<file path="src/rtl/gray2bin_rr_scheduler.sv">
// Round-robin arbiter in front of one shared bit-serial Gray-to-binary converter.
// Results leave on a valid/ready port tagged with the owning requester's index.
module gray2bin_rr_scheduler #(
    parameter int NUM_REQ = 4,
    parameter int WIDTH   = 4,
    parameter int ID_W    = 2
) (
    input  logic                       clk,
    input  logic                       rst_n,
    input  logic [NUM_REQ-1:0]         req_valid,
    input  logic [NUM_REQ*WIDTH-1:0]   req_gray,
    output logic [NUM_REQ-1:0]         req_ready,
    output logic                       out_valid,
    output logic [WIDTH-1:0]           out_data,
    output logic [ID_W-1:0]            out_id,
    input  logic                       out_ready,
    output logic                       busy
);

    localparam int CNT_W = (WIDTH > 2) ? $clog2(WIDTH) : 1;

    typedef enum logic [1:0] {
        IDLE    = 2'd0,
        CONVERT = 2'd1,
        DONE    = 2'd2
    } state_t;

    state_t             state;
    logic [WIDTH-1:0]   sreg;
    logic               prev;
    logic [CNT_W-1:0]   cnt;
    logic [ID_W-1:0]    last_grant;
    logic [ID_W-1:0]    win;
    logic               found;
    logic [NUM_REQ-1:0] grant;
    logic               bit_val;

    // Scan starts one past the last winner so every requester gets a turn.
    always_comb begin
        win   = '0;
        found = 1'b0;
        for (int k = 1; k <= NUM_REQ; k++) begin
            if (!found && req_valid[(int'(last_grant) + k) % NUM_REQ]) begin
                found = 1'b1;
                win   = ID_W'((int'(last_grant) + k) % NUM_REQ);
            end
        end
        grant = found ? (NUM_REQ'(1) << win) : '0;
    end

    assign req_ready = (state == IDLE) ? grant : '0;
    assign busy      = (state != IDLE);

    // sreg shifts MSB-first; prev carries the previously produced binary bit.
    assign bit_val = sreg[WIDTH-1] ^ prev;

    always_ff @(posedge clk) begin
        if (!rst_n) begin
            state      <= IDLE;
            out_valid  <= 1'b0;
            out_data   <= '0;
            out_id     <= '0;
            cnt        <= '0;
            last_grant <= ID_W'(NUM_REQ - 1);
            sreg       <= '0;
            prev       <= 1'b0;
        end else begin
            case (state)
                IDLE: begin
                    if (found) begin
                        sreg       <= req_gray[int'(win)*WIDTH +: WIDTH];
                        out_id     <= win;
                        last_grant <= win;
                        cnt        <= CNT_W'(WIDTH - 1);
                        prev       <= 1'b0;
                        state      <= CONVERT;
                    end
                end
                CONVERT: begin
                    // out_valid is low here, so shifting straight into out_data is safe.
                    sreg     <= sreg << 1;
                    prev     <= bit_val;
                    out_data <= {out_data[WIDTH-2:0], bit_val};
                    if (cnt == '0) begin
                        out_valid <= 1'b1;
                        state     <= DONE;
                    end else begin
                        cnt <= cnt - CNT_W'(1);
                    end
                end
                DONE: begin
                    if (out_ready) begin
                        out_valid <= 1'b0;
                        state     <= IDLE;
                    end
                end
                default: state <= IDLE;
            endcase
        end
    end

endmodule
</file>
<file path="config.mk">
export PLATFORM = sky130hd
export DESIGN_NAME = gray2bin_rr_scheduler
export DESIGN_NICKNAME = d
export VERILOG_FILES = /design/src/rtl/gray2bin_rr_scheduler.sv
export SDC_FILE = /design/constraint.sdc
export NUM_CORES = 1
export LEC_CHECK = 0
export BUFFER_PORTS_ARGS = -buffer_cell sky130_fd_sc_hd__clkbuf_2
export CAP_MARGIN = 20
export CORE_MARGIN = 5
export CORE_UTILIZATION = 50
export DETAILED_ROUTE_END_ITERATION = 8
export GPL_TIMING_DRIVEN = 0
export PLACE_DENSITY_LB_ADDON = 0.2
export SLEW_MARGIN = 20
export SYNTH_ARGS = -nofsm -noshare
export SYNTH_HDL_FRONTEND = slang
export SYNTH_SLANG_ARGS = --single-unit
</file>
<file path="constraint.sdc">
create_clock -name clk -period 3.3 [get_ports clk]
set_input_delay 0.33 -clock clk [delete_from_list [all_inputs] [get_ports clk]]
set_output_delay 0.33 -clock clk [all_outputs]
set_load 0.03 [all_outputs]
</file>
==> summary.md, run 1 <==
| Metric | Value |
|---|---|
| Status | completed |
| Ys Warns | 0 |
| HP Class | in -> reg |
| Core area | 1920 sq um |
| R2r startpoint | last_grant[0]$_SDFFE_PN1P_ |
| H-tree Lvls | 1 |
| Worst clock skew | 8.99 ps |
| Area occupied by multi-input gates | 594 sq um |
| Syn nets | 145 |
| P per Cell Area | 546 nW/um^2 |
| Critical path peak fanout | 6 |
| Die area | 2980 sq um |
| Slew @ Worst Pin | 443 ps |
| Max_slew headroom | 0.705 |
| Number of synthesized register bits | 18 |
| Fill count | 180 |
| Fraction of registers with async set/reset | 0 |
| Worst reg2reg endpoint | sreg[0]$_SDFFE_PN0P_ |
| Clk_lat worst skew | 290 ps |
| Hold path depth | 2 |
| Hold endpoint | last_grant[0]$_SDFFE_PN1P_ |
| Cell Area, Synth | 995 sq um |
| Cts hold-fix bufs | 0 |
| Post-synth EDFFs | 0 |
| CP Class | reg -> out |
| # port buffers | 34 |
| Final core occ | 0.643 |
| Max Cap Viol | 0 |
| Fin. Hold Viols | 0 |
| Setup violators final | 0 |
| Clock transition at the registers of the reported paths | 100 ps |
| Die Ht | 54.6 microns |
| Setup tns final | 0 ps |
| GRT Resource Usage Total | 0.160 |
| CP Data Required Time | 2970 ps |
| Dpl hpwl | 1.76 mm |
| Via total after detailed routing | 987 |
| # nets final | 184 |
| Wirelength per Cell | 11.6 microns |
| Number of global-route vias before repair | 919 |
| Syn Inst Count | 121 |
| Mean area per synthesized cell | 8.22 sq um |
| Sequential share of the synthesized area | 0.362 |
| DR pass1 iterations | 4 |
| R2r setup slk | 1490 ps |
| Post-CTS Resized | 0 |
| M1 GR Usage | 0.196 |
| Pwr Total | 674 uW |
| Final Cycle Share | 0.665 |
| Initial DRC count | 18 |
| Fmax | 456 MHz |
| FP Rows | 16 |
| Pin count of the biggest net entering global routing | 11 |
| Leak | 0.000591 uW |
| Met3 Use GR | 0.0163 |
| Final worst setup slack | 1110 ps |
| WL final | 2.15 mm |
| Count of cell types in the netlist | 33 |
| Share of cells above drive strength 1 | 0.308 |
| Vias/cell | 5.31 |
| Clock root cell | clkbuf_4 |
| Clk sinks | 18 |
| Antenna Cells | 0 |
| CP Launch Type | flop |
| Busiest grt layer | met2 |
| GR Layer Usage met2 | 0.283 |
| Residual DRC | 0 |
| Final Max Tran Viols | 0 |
| Post-CTS setup buffer count | 0 |
| Crit end category | output port |
| Worst reg-to-reg path cell count | 6 |
| Worst Min Path Start | rst_n |
| CP startpoint | state[1]$_SDFFE_PN0P_ |
| CTS tree | built |
| Antenna violations before repair | 0 |
| Synth-to-layout area growth | 24.2% |
| Num CTS Buffers | 3 |
| RD Place Congestion | 0.778 |
| I/O Pins | 35 |
| Final worst path period need | 2190 ps |
| Overflow after GRT | 0 |
| Area occupied by registers | 360 sq um |
| Peak VDD IR | 0.000451 V |
| Starting Density | 0.518 |
| Top FF cell, synth | dfxtp_1 |
| RSZ-0062 raised after global routing | no |
| First-pass GRT wire length | 3.56 mm |
| Chip Width | 54.6 microns |
| Setup Slack @ Placement | 1280 ps |
| Crit path DAT | 1860 ps |
| Post-route ant nets | 0 |
| Maximum clock insertion buffer count | 2 |
## synthesized netlist by cell type (2+ instances only)
cell | instances | share of area
nand2b_1 | 3 | 0.019
nor2b_1 | 4 | 0.025
and3_1 | 2 | 0.013
nor2_1 | 24 | 0.091
dfxtp_1 | 18 | 0.36
mux2i_1 | 7 | 0.070
and2_1 | 5 | 0.031
a21oi_1 | 5 | 0.025
mux2_2 | 4 | 0.045
buf_2 | 2 | 0.010
inv_1 | 4 | 0.015
o21ai_0 | 7 | 0.035
nand3_1 | 2 | 0.010
a221oi_1 | 4 | 0.035
nor3_1 | 2 | 0.010
a211oi_1 | 5 | 0.038
nand2_1 | 7 | 0.026
## registers in the layout, summed over array words and instances (netlist names)
| register | flops |
|---|---|
| out_data | 4 |
| last_grant | 2 |
| sreg | 4 |
| cnt | 2 |
| out_id | 2 |
| out_valid | 1 |
| state | 2 |
| prev | 1 |
## how the worst max path moves through the flow
stage,depth (start not counted),endpoint
final,5,req_ready[2]
after global routing,5,req_ready[2]
after CTS,5,req_ready[3]
after detailed placement,6,req_ready[3]
after global placement,6,req_ready[2]
after floorplan,4,req_ready[2]
## cell usage in the layout (no fill, tap or decap), types with 2 or more instances in the layout
cell	Yosys	final
and3_1	2	2
mux2i_1	7	7
a211oi_1	5	5
nand3_1	2	2
o21ai_0	7	7
clkbuf_4	0	3
a221oi_1	4	4
dfxtp_1	18	18
and2_1	5	5
nor3_1	2	2
buf_2	2	2
a21oi_1	5	5
nor2b_1	4	4
clkbuf_2	0	34
inv_1	4	4
nor2_1	24	24
nand2_1	7	7
mux2_2	4	4
nand2b_1	3	3
## final cells by class
cell class / count / area share
sequential: 18 / 0.292
tap: 27 / 0.0274
multi-input combinational: 95 / 0.481
timing repair buffer: 34 / 0.138
buffer: 4 / 0.0203
inverter: 4 / 0.0122
clock buffer: 4 / 0.0294
## logic make-up (layout without fill, tap and decap cells)
logic type | Yosys count | count (layout) | synth area share
simple gates | 52 | 52 | 0.252
compound gates | 30 | 30 | 0.209
xor+xnor | 1 | 1 | 0.00881
fa+ha+maj | 1 | 1 | 0.0126
buf+inv | 8 | 46 | 0.0402
flops | 18 | 18 | 0.362
mux | 11 | 11 | 0.116
## report_power, final
group	switching (uW)	internal [uW]
Clock	64.6	67.1
Sequential	24.5	251
Combinational	156	110
## stage by stage
stage	cells	area [sq um]	hold slack, ps
after floorplan	121	995	406
after global placement	182	1200	444
after detailed placement	182	1200	449
after CTS	186	1230	304
after global routing	186	1230	315
final	186	1230	304
## worst max-delay path: stages (launching register included)
cell and delay, ps:
dfxtp_1 370, nor2_1 230, nand2_1 210, or3_1 440
nor2_1 120, clkbuf_2 210
## layer usage
metal | vias to the layer above | wire length (microns) | share of wire
met5 | - | 0 | 0
met4 | 0 | 0 | 0
met3 | 0 | 120 | 0.056
met2 | 28 | 1040 | 0.48
met1 | 451 | 986 | 0.46
li1 | 508 | - | -
Power figures use the tool's default switching activity.
==> run 2, diff against run 1 <==
--- a/config.mk
+++ b/config.mk
@@ -8,7 +8,7 @@
 export BUFFER_PORTS_ARGS = -buffer_cell sky130_fd_sc_hd__clkbuf_2
 export CAP_MARGIN = 20
 export CORE_MARGIN = 5
-export CORE_UTILIZATION = 50
+export CORE_UTILIZATION = 43
 export DETAILED_ROUTE_END_ITERATION = 8
 export GPL_TIMING_DRIVEN = 0
 export PLACE_DENSITY_LB_ADDON = 0.2
==> constraint.sdc (replaced) <==
create_clock -name clk -period 1.9 [get_ports clk]
set_input_delay 0.19 -clock clk [delete_from_list [all_inputs] [get_ports clk]]
set_output_delay 0.19 -clock clk [all_outputs]
set_load 0.03 [all_outputs]
==> summary.md, run 2 (synthesized netlist as in run 1, its figures left out) <==
| Metric | Value |
|---|---|
| Starting Density | 0.450 (-0.0679) |
| Overflow after GRT | 0 (unchanged) |
| RD Place Congestion | 0.786 (+0.98%) |
| Peak VDD IR | 0.000553 V (+23%) |
| Vias/cell | 5.14 (-3.1%) |
| R2r startpoint | last_grant[0]$_SDFFE_PN1P_ |
| Dpl hpwl | 1.83 mm (+4.0%) |
| CTS tree | built |
| CP Launch Type | flop |
| Hold endpoint | last_grant[0]$_SDFFE_PN1P_ |
| Leak | 0.000611 uW (+3.3%) |
| Clk_lat worst skew | 290 ps (about the same) |
| Hold path depth | 2 (unchanged) |
| DP Cell Count | 183 (+0.55%) |
| Seq pwr share | 0.401 (-0.008) |
| Pin count of the biggest net entering global routing | 11 (unchanged) |
| Antenna Cells | 0 (unchanged) |
| Worst reg2reg endpoint | sreg[0]$_SDFFE_PN0P_ |
| Final worst path period need | 1830 ps |
| HP Class | in -> reg |
| Net Sw Power | 446 uW (+82%) |
| H-tree Lvls | 1 (unchanged) |
| Critical path peak fanout | 5 (-1) |
| Chip Width | 58.1 microns (+6.4%) |
| Fill count | 229 (+27%) |
| Clock transition at the registers of the reported paths | 100 ps (about the same) |
| Most common cell after layout, fill and taps aside | clkbuf_2 |
| I/O Pins | 35 (unchanged) |
| Status | completed |
| Worst Min Path Start | rst_n |
| CP Class | reg -> out |
| WL final | 2.32 mm (+7.7%) |
| First-pass GRT wire length | 4.03 mm (+13%) |
| Worst clock skew | 5.13 ps (-3.87 ps) |
| Share of cells above drive strength 1 | 0.371 (+0.0629) |
| Initial DRC count | 25 (+7) |
| Post-route ant nets | 0 (unchanged) |
| Max_slew headroom | 0.724 (+0.0188) |
| Worst reg-to-reg path cell count | 6 (unchanged) |
| # nets final | 184 (unchanged) |
| Crit path DAT | 1640 ps (-220 ps) |
| # port buffers | 34 (unchanged) |
| Via total after detailed routing | 962 (-2.5%) |
| Clk sinks | 18 (unchanged) |
| Clk pwr share | 0.194 (about the same) |
| Wirelength per Cell | 12.4 microns (+7.1%) |
| Number of global-route vias before repair | 944 (+2.7%) |
| Internal | 766 uW (+79%) |
| Max Cap Viol | 0 (unchanged) |
| Non-filler instance count after layout | 187 (+0.54%) |
| Top flop regs | out_data: 4 flops, sreg: 4 flops |
| DR pass1 iterations | 4 (unchanged) |
| Antenna violations before repair | 0 (unchanged) |
| Num CTS Buffers | 3 (unchanged) |
| Post-CTS setup buffer count | 0 (unchanged) |
| Fin. Hold Viols | 0 (unchanged) |
| Switching Fraction | 0.368 (+0.00396) |
| Most frequent cells in the layout | clkbuf_2, nor2_1, dfxtp_1 |
| P per Cell Area | 941 nW/um^2 (+73%) |
| Slew @ Worst Pin | 410 ps (-32.6 ps) |
| Final Max Tran Viols | 0 (unchanged) |
| Core area | 2210 sq um (+15%) |
| Clock root cell | clkbuf_4 |
| R2r setup slk | 150 ps (-1340 ps) |
| Die area | 3380 sq um (+13%) |
| Die Ht | 58.1 microns (+6.4%) |
| Dpl cell area | 1200 sq um (+0.10%) |
| Residual DRC | 0 (unchanged) |
| Combinational share of power | 0.405 (+0.010) |
| CP Data Required Time | 1710 ps (-1260 ps) |
| Synth-to-layout area growth | 29.4% |
| FP Rows | 17 (+1) |
| Hold Slack | 167 ps (-137 ps) |
| Final Cycle Share | 0.962 |
| Finished Cell Area | 1290 sq um (+4.3%) |
| Setup violators final | 0 (unchanged) |
| Fmax | 547 MHz |
| Maximum clock insertion buffer count | 2 (unchanged) |
| GRT Resource Usage Total | 0.151 (-0.00935) |
| Crit end category | output port |
-- run 2: cell types whose count changed in the layout (fill, tap and decap cells not counted), sizes merged --
cell,change
clkbuf,-1
buf,+1
-- run 2: worst max path at each step --
| stage | cells past startpoint | slack [ps] | start | to |
|---|---|---|---|---|
| after floorplan | 4 | 250 | last_grant[0]$_SDFFE_PN1P_ | req_ready[2] |
| after global placement | 6 | 80 | req_valid[3] | sreg[0]$_SDFFE_PN0P_ |
| after detailed placement | 6 | 50 | req_valid[3] | sreg[0]$_SDFFE_PN0P_ |
| after CTS | 5 | 30 | last_grant[0]$_SDFFE_PN1P_ | req_ready[3] |
| after global routing | 5 | -20 | last_grant[1]$_SDFFE_PN1P_ | req_ready[1] |
| final | 5 | 70 | last_grant[1]$_SDFFE_PN1P_ | req_ready[3] |
-- run 2: final cells by class --
class | instances | area, sq um | share of cell area
multi-input combinational | 95 | 638 | 0.496
sequential | 18 | 363 | 0.282
timing repair buffer | 34 | 175 | 0.136
clock buffer | 4 | 36.3 | 0.0282
tap | 28 | 35.0 | 0.0272
buffer | 4 | 25.0 | 0.0194
inverter | 4 | 15.0 | 0.0117
-- run 2: through the flow --
| stage | setup TNS, ps | total power [uW] | utilization | setup slack (ps) |
|---|---|---|---|---|
| floorplan | 0 | 833 | - | 254 |
| global placement | 0 | 943 | 0.542 | 76.7 |
| detailed placement | 0 | 956 | 0.542 | 48.5 |
| CTS | 0 | 1200 | 0.568 | 28.7 |
| global route | -42.2 | 1310 | 0.582 | -24.6 |
| finish | 0 | 1210 | 0.582 | 72.2 |
-- run 2: timing repair --
action / in CTS / in global routing
endpoints found under the setup margin: 2 / 5
hold buffers: 0 / 0
gates resized for setup: 6 / 9
-- run 2: worst max-delay path: stages (launching register included) --
cell	delay (ps)
dfxtp_1	380
o21ai_0	130
nor2_2	110
or3_4	430
nor2_1	110
clkbuf_4	190
-- run 2: per-layer routing --
| metal | track usage | part of all wire |
|---|---|---|
| met1 | 0.188 | 0.47 |
| met2 | 0.247 | 0.44 |
| met3 | 0.0334 | 0.070 |
| met4 | 0.0695 | 0.018 |
| met5 | 0 | 0 |
-- run 2: power by group through the flow --
stage	sequential, uW	combinational, uW	clock (uW)
finish	486	491	235
global route	495	546	266
CTS	481	481	240
detailed placement	488	468	0
global placement	485	458	0
floorplan	513	320	0
